<file path="src/rtl/subtractor_pkg.sv">
// Shared types and helpers for the chunked subtractor.
package subtractor_pkg;

  typedef enum logic [1:0] {IDLE, BUSY, DONE} sub_state_e;

  // Index counter width. It is never narrower than one bit, so NCHUNK == 1 still works.
  function automatic int idx_width(input int n);
    return (n > 1) ? $clog2(n) : 1;
  endfunction

endpackage

</file>
<file path="src/rtl/sub_chunk.sv">
// Combinational slice subtractor: {bout, d} = x - y - bin in CHUNK+1-bit math.
module sub_chunk #(
  parameter int CHUNK = 2
) (
  input  logic [CHUNK-1:0] x,
  input  logic [CHUNK-1:0] y,
  input  logic             bin,
  output logic [CHUNK-1:0] d,
  output logic             bout
);

  // If the difference goes negative, the extra top bit becomes 1 and acts as the borrow.
  assign {bout, d} = {1'b0, x} - {1'b0, y} - {{CHUNK{1'b0}}, bin};

endmodule

</file>
<file path="src/rtl/subtractor_2_inputs_seq.sv">
// Multi-cycle unsigned subtractor, CHUNK bits per cycle LSB first, valid/ready both sides.
// Optional signed-overflow output is enabled by defining SUB_OVERFLOW_FLAG_EN.
//
// state | meaning
// IDLE  | waiting for operands, in_ready=1
// BUSY  | one slice subtracted per cycle
// DONE  | result presented, held until out_ready
module subtractor_2_inputs_seq
  import subtractor_pkg::*;
#(
  parameter int WIDTH = 4,
  parameter int CHUNK = 2
) (
  input  logic             clk,
  input  logic             rst,
  input  logic             in_valid,
  output logic             in_ready,
  input  logic [WIDTH-1:0] a,
  input  logic [WIDTH-1:0] b,
  output logic             out_valid,
  input  logic             out_ready,
  output logic [WIDTH-1:0] result,
  output logic             borrow_out
`ifdef SUB_OVERFLOW_FLAG_EN
  ,
  output logic             overflow
`endif
);

  localparam int NCHUNK = WIDTH / CHUNK;
  localparam int IDXW   = idx_width(NCHUNK);
  localparam logic [IDXW-1:0] LAST_IDX = IDXW'(NCHUNK - 1);

  if (WIDTH % CHUNK != 0) begin : g_width_check
    $error("subtractor_2_inputs_seq: WIDTH must be a multiple of CHUNK");
  end

  sub_state_e       state, state_nx;
  logic [WIDTH-1:0] a_q, b_q;
  logic [IDXW-1:0]  idx;
  logic             borrow;
  logic [CHUNK-1:0] a_s, b_s, d;
  logic             bw;
  logic             accept, last;

  assign accept = in_valid && in_ready;
  assign last   = (idx == LAST_IDX);
  assign a_s    = a_q[int'(idx)*CHUNK +: CHUNK];
  assign b_s    = b_q[int'(idx)*CHUNK +: CHUNK];

  sub_chunk #(.CHUNK(CHUNK)) u_chunk (
    .x    (a_s),
    .y    (b_s),
    .bin  (borrow),
    .d    (d),
    .bout (bw)
  );

  always_comb begin
    state_nx  = state;
    in_ready  = 1'b0;
    out_valid = 1'b0;
    unique case (state)
      IDLE: begin
        in_ready = 1'b1;
        if (in_valid) state_nx = BUSY;
      end
      BUSY: if (last) state_nx = DONE;
      DONE: begin
        out_valid = 1'b1;
        if (out_ready) state_nx = IDLE;
      end
      default: state_nx = IDLE;
    endcase
  end

  always_ff @(posedge clk or posedge rst) begin
    if (rst) begin
      state      <= IDLE;
      a_q        <= '0;
      b_q        <= '0;
      idx        <= '0;
      borrow     <= 1'b0;
      result     <= '0;
      borrow_out <= 1'b0;
    end else begin
      state <= state_nx;
      if (accept) begin
        a_q    <= a;
        b_q    <= b;
        idx    <= '0;
        borrow <= 1'b0;
      end else if (state == BUSY) begin
        result[int'(idx)*CHUNK +: CHUNK] <= d;
        borrow <= bw;
        idx    <= idx + 1'b1;
        if (last) borrow_out <= bw;
      end
    end
  end

`ifdef SUB_OVERFLOW_FLAG_EN
  // On the final slice, d's top bit is the result MSB that is being written this cycle.
  always_ff @(posedge clk or posedge rst) begin
    if (rst) begin
      overflow <= 1'b0;
    end else if (state == BUSY && last) begin
      overflow <= (a_q[WIDTH-1] != b_q[WIDTH-1]) && (d[CHUNK-1] != a_q[WIDTH-1]);
    end
  end
`endif

endmodule

</file>
<file path="config.mk">
export PLATFORM = sky130hd
export DESIGN_NAME = subtractor_2_inputs_seq
export DESIGN_NICKNAME = d
export VERILOG_FILES = /design/src/rtl/subtractor_pkg.sv /design/src/rtl/sub_chunk.sv /design/src/rtl/subtractor_2_inputs_seq.sv
export SDC_FILE = /design/constraint.sdc
export NUM_CORES = 1
export LEC_CHECK = 0
export ABC_AREA = 1
export CORE_MARGIN = 3
export CORE_UTILIZATION = 51
export CTS_CLUSTER_DIAMETER = 120
export DETAILED_ROUTE_END_ITERATION = 12
export PLACE_DENSITY = 0.82
export RECOVER_POWER = 50
export SYNTH_ARGS = -nofsm -noshare
export SYNTH_HDL_FRONTEND = slang
export SYNTH_HIERARCHICAL = 1
export SYNTH_SLANG_ARGS = --single-unit
</file>
<file path="constraint.sdc">
create_clock -name clk -period 3.7 [get_ports clk]
set_clock_uncertainty 0.1 [all_clocks]
set_input_delay 0.74 -clock clk [delete_from_list [all_inputs] [get_ports clk]]
set_output_delay 0.74 -clock clk [all_outputs]
set_load 0.01 [all_outputs]
</file>
**Yosys cells after proc, flatten, opt, wreduce, memory -nomap -nowiden**

Cells that the tools add are included.

- Register bits after elaboration: 17
- Bits of input ports: 12
- Output and inout bits: 7
- Logic and storage cells: 38

- Add/subtract/negate cells: 4
- Equal/unequal tests: 5
- Shifts and indexed selects: 4
- Muxes and demuxes: 11
- Bitwise operators: 1
- Reductions and logical operators: 6

Operators with widths:

| kind | count |
|---|---|
| $neg 2->33 | 1 |
| $shift 2x33->4 const A | 1 |
| $shiftx 2x33->4 | 1 |
| $shiftx 4x3->2 | 2 |
| $mux 1 | 6 |
| $mux 2 | 3 |
| $ne 2x2->1 const B | 3 |
| $pmux 2 s3 | 1 |
| $reduce_and 3->1 | 2 |
| $bwmux 4 | 1 |
| $sub 2x2->3 | 1 |
| $sub 3x1->3 | 1 |
| $eq 2x1->1 const B | 1 |
| $eq 2x2->1 const B | 1 |
| $logic_not 2->1 | 1 |
| $reduce_and 2->1 | 1 |
| $reduce_bool 2->1 | 1 |
| $add 1x1->1 const B | 1 |
| $logic_and 1x1->1 | 1 |
| $not 1->1 | 1 |

**Logic depth before layout (Yosys ltp)**

- Depth in word-level cells: 5
- Depth in mapped cells: 11
- Mapped depth without buffers: 10

**Modules after synthesis**

The synthesis kept the hierarchy.

By module, submodules not included:

| module | times used | cells each | area an instance (um2) | sequential area each (um2) |
|---|---|---|---|---|
| subtractor_2_inputs_seq | 1 | 89 | 742.0 | 425.4 |
| sub_chunk | 1 | 8 | 62.6 | 0.0 |

**Worst setup path before layout**

No wires, ideal clock.

- Path type: register to register
- From: reg idx
- To: reg result[1]
- Library setup time: 65 ps
- Arrival: 1781 ps
- Slack: 1755 ps
- Cell stages (with the launch flop): 12
- Period minus slack after synthesis: 1945 ps
- Cell sequence: dfrtp_1 -> buf_2 -> inv_2 -> nand2_1 -> nand2_1 -> inv_1 -> fa_1 -> inv_1 -> fa_1 -> inv_1 -> nand3_1 -> nand2_1

- Longest elaborated chain between the ends: 5

Ends and longest elaborated chain:

| what | line | RTL |
|---|---|---|
| from (decl) | subtractor_2_inputs_seq.sv:40 | `logic [IDXW-1:0] idx;` |
| from (signal assigned) | subtractor_2_inputs_seq.sv:96 | `idx <= idx + 1'b1;` |
| $shiftx 4x3->2 | subtractor_2_inputs_seq.sv:49 | `assign b_s = b_q[int'(idx)*CHUNK +: CHUNK];` |
| named net b_s[0] | subtractor_2_inputs_seq.sv:42 | `logic [CHUNK-1:0] a_s, b_s, d;` |
| $sub 2x2->3 | sub_chunk.sv:13 | `assign {bout, d} = {1'b0, x} - {1'b0, y} - {{CHUNK{1'b0}}, bin};` |
| $sub 3x1->3 | sub_chunk.sv:13 |  |
| named net d[1] | subtractor_2_inputs_seq.sv:42 |  |
| $shiftx 2x33->4 | subtractor_2_inputs_seq.sv:94 | `result[int'(idx)*CHUNK +: CHUNK] <= d;` |
| $bwmux 4 | subtractor_2_inputs_seq.sv:94 |  |
| to (signal assigned) | subtractor_2_inputs_seq.sv:84 | `result <= '0;` |
| to (signal, indexed assignment) | subtractor_2_inputs_seq.sv:94 |  |
| to (decl) | subtractor_2_inputs_seq.sv:22 | `output logic [WIDTH-1:0] result,` |

The timed path passes the listed nets, and every way through them passes these cells.
A chain may end at the register's enable or synchronous reset.

**Final worst setup path**

- From: reg state[1]
- To: out in_ready

- Longest elaborated chain between the ends: 2

Ends and longest elaborated chain:

| what | line | RTL |
|---|---|---|
| from (decl) | subtractor_2_inputs_seq.sv:38 | `sub_state_e state, state_nx;` |
| from (signal assigned) | subtractor_2_inputs_seq.sv:87 | `state <= state_nx;` |
| $logic_not 2->1 | subtractor_2_inputs_seq.sv:63 | `unique case (state)` |
| $mux 1 | subtractor_2_inputs_seq.sv:63 |  |
| to (decl) | subtractor_2_inputs_seq.sv:17 | `output logic in_ready,` |

Every way passes these cells.

==> results.yml <==
setup_path:
  crit_type: "flip-flop to primary output"
  cp-start-kind: "flip-flop"
  cp.arrival_ns: 1.59
  end_kind: "primary output"
  critPathRequiredTime_ns: 2.86
  worstPathMaxFanout: 10
global_route:
  gr-total-overflow: 0
  grt.busiest_layer: "met2"
  grt_pass1_wl_mm: 2.72
  use_met3: 0.0553
  grt_max_degree: 18
  grtUsageMet1: 0.227
  use_met2: 0.301
  track_usage: 0.187
  antenna_found_initial: 0
  grt_pass1_vias: 648
route:
  ant_nets: 0
  dr.pass1.iters: 4
  wire_per_inst_um: 12.0
  drc_errors: 0
  wirelength_mm: 1.58
  vias: 668
  viasPerCell: 5.10
  drtIter0Drc: 15
floorplanning:
  die_w_um: 45.7
  coreArea_mm2: 0.00138
  die_area_mm2: 0.00209
  initial_core_util: 0.582
  die_h_um: 45.7
  ioPinCount: 19
  rows: 13
timing:
  finalHoldViolCount: 0
  max_clock_freq_mhz: 411
  whs_ns: 0.378
  relSlewSlack: 0.591
  finalMaxSlewViolations: 0
  setup_tns_ns: 0
  min_period_ns: 2.43
  finalSetupViolCount: 0
  finalCritPeriodShare: 0.657
  rsz0062_at_grt: "no"
  worst_slew_pin_slew_ns: 0.612
  setup_ws_ns: 1.27
clock_tree:
  cts_tree: "built"
  h-tree-depth: 1
  cts_resized: 0
  cts_buffer_depth: 2
  clkTransAtPathRegs_ns: 0.09
  cts_made_buffers: 3
  cts_hold_buffers: 0
  cts_root_buf: "clkbuf_4"
  clock-sinks: 17
  cts_setup_buffers: 0
  clkLatencyLatePin_ns: 0.29
logic_synthesis:
  synth_nets: 111
  synth_warnings: 6
  synth_seq_area_share: 0.529
  synthDistinctLibCells: 11
  synth_seq_cells: 17
  synth_cells: 97
  synth.cell_area_um2: 805
  syn-mean-instance-area_um2: 8.29
placement:
  dpl.cell_count: 127
  dp_slack_ns: 1.55
  hpwl_mm: 1.19
  portBuffers: 18
  gp_congestion: 0.782
pwr:
  power.density_mw_per_mm2: 877
  power_mw: 0.884
  vdd_drop_max_uv: 489
  p_leak_nw: 0.537
final_layout:
  area_delta_synth_final_pct: 25.4
  instances_no_fill: 131
  fin_nets: 131
  final_cell_mix: "nand2_1 (46), dfrtp_1 (17), nand3_1 (15), clkdlybuf4s50_1 (15), inv_1 (9)"
  drive_gt1_frac: 0.0517
  n_fill_cell: 112
  antennaDiodeCount: 0
  layout_commonest_cell: "nand2_1"
flow_run:
  cap_violations: 0
min_path:
  hold_path.class: "flip-flop to flip-flop"
outcome:
  status: "completed"
## logic make-up (layout without fill, tap and decap cells)
family	count (synthesis)	count (layout)	synth area share
simple gates	63	63	0.345
fa+ha+maj	2	2	0.0498
compound gates	2	2	0.0124
flops	17	17	0.529
buf+inv	13	32	0.0638
## routing by layer
metal  up-vias  part of all wire
met3         4             0.054
met1       307              0.42
met5         -                 0
li1        336                 -
met4         0             0.015
met2        21              0.51
## layout make-up
type	instances	area [um2]	share of cell area
clock buffers	4	26.3	0.0261
well taps	15	18.8	0.0186
multi-input cells	67	320	0.318
repair buffers	18	180	0.179
inverters	10	37.5	0.0372
flip-flops and latches	17	425	0.422
## where the power goes
part	switching [mW]	internal (mW)
combinational	0.249	0.190
sequential	0.0707	0.275
clock	0.0567	0.0419
## flip-flops by register name (all words and copies together) (netlist names)
register	flops
a_q	4
b_q	4
result	4
state	2
idx	1
borrow_out	1
borrow	1
## worst max-delay path, stage by stage (launching register included)
cell and delay (ns):
dfrtp_1 0.46, nor2_4 0.26, clkdlybuf4s50_1 0.58
## final timing paths
check,start,to,slack [ns],cells past startpoint
min,a_q[1],a_q[1],0.38,2
max reg2reg,idx,result[3],1.55,10
min in group asynchronous,rst,b_q[2],0.85,2
max,state[1],in_ready,1.27,2
max in group asynchronous,rst,a_q[3],2.25,2
min reg2reg,a_q[1],a_q[1],0.38,2
## Yosys cell counts
| master | count | area [um2] |
|---|---|---|
| dfrtp_1 | 17 | 425 |
| nand3_1 | 15 | 75.1 |
| inv_1 | 9 | 33.8 |
| fa_1 | 2 | 40.0 |
| nor2_4 | 2 | 22.5 |
| inv_2 | 1 | 3.75 |
| buf_2 | 2 | 10.0 |
| o21ai_0 | 2 | 10.0 |
| nand2_4 | 1 | 11.3 |
| nand2_1 | 45 | 169 |
| clkbuf_1 | 1 | 3.75 |
## per-stage QoR
| step | area, um2 | util |
|---|---|---|
| 3_3_place_gp | 990 | 0.716 |
| 5_1_grt | 1010 | 0.729 |
| 6_report | 1010 | 0.729 |
| 3_5_place_dp | 990 | 0.716 |
| 4_1_cts | 1020 | 0.735 |
| 2_1_floorplan | 805 | - |
Power figures use the tool's default switching activity.
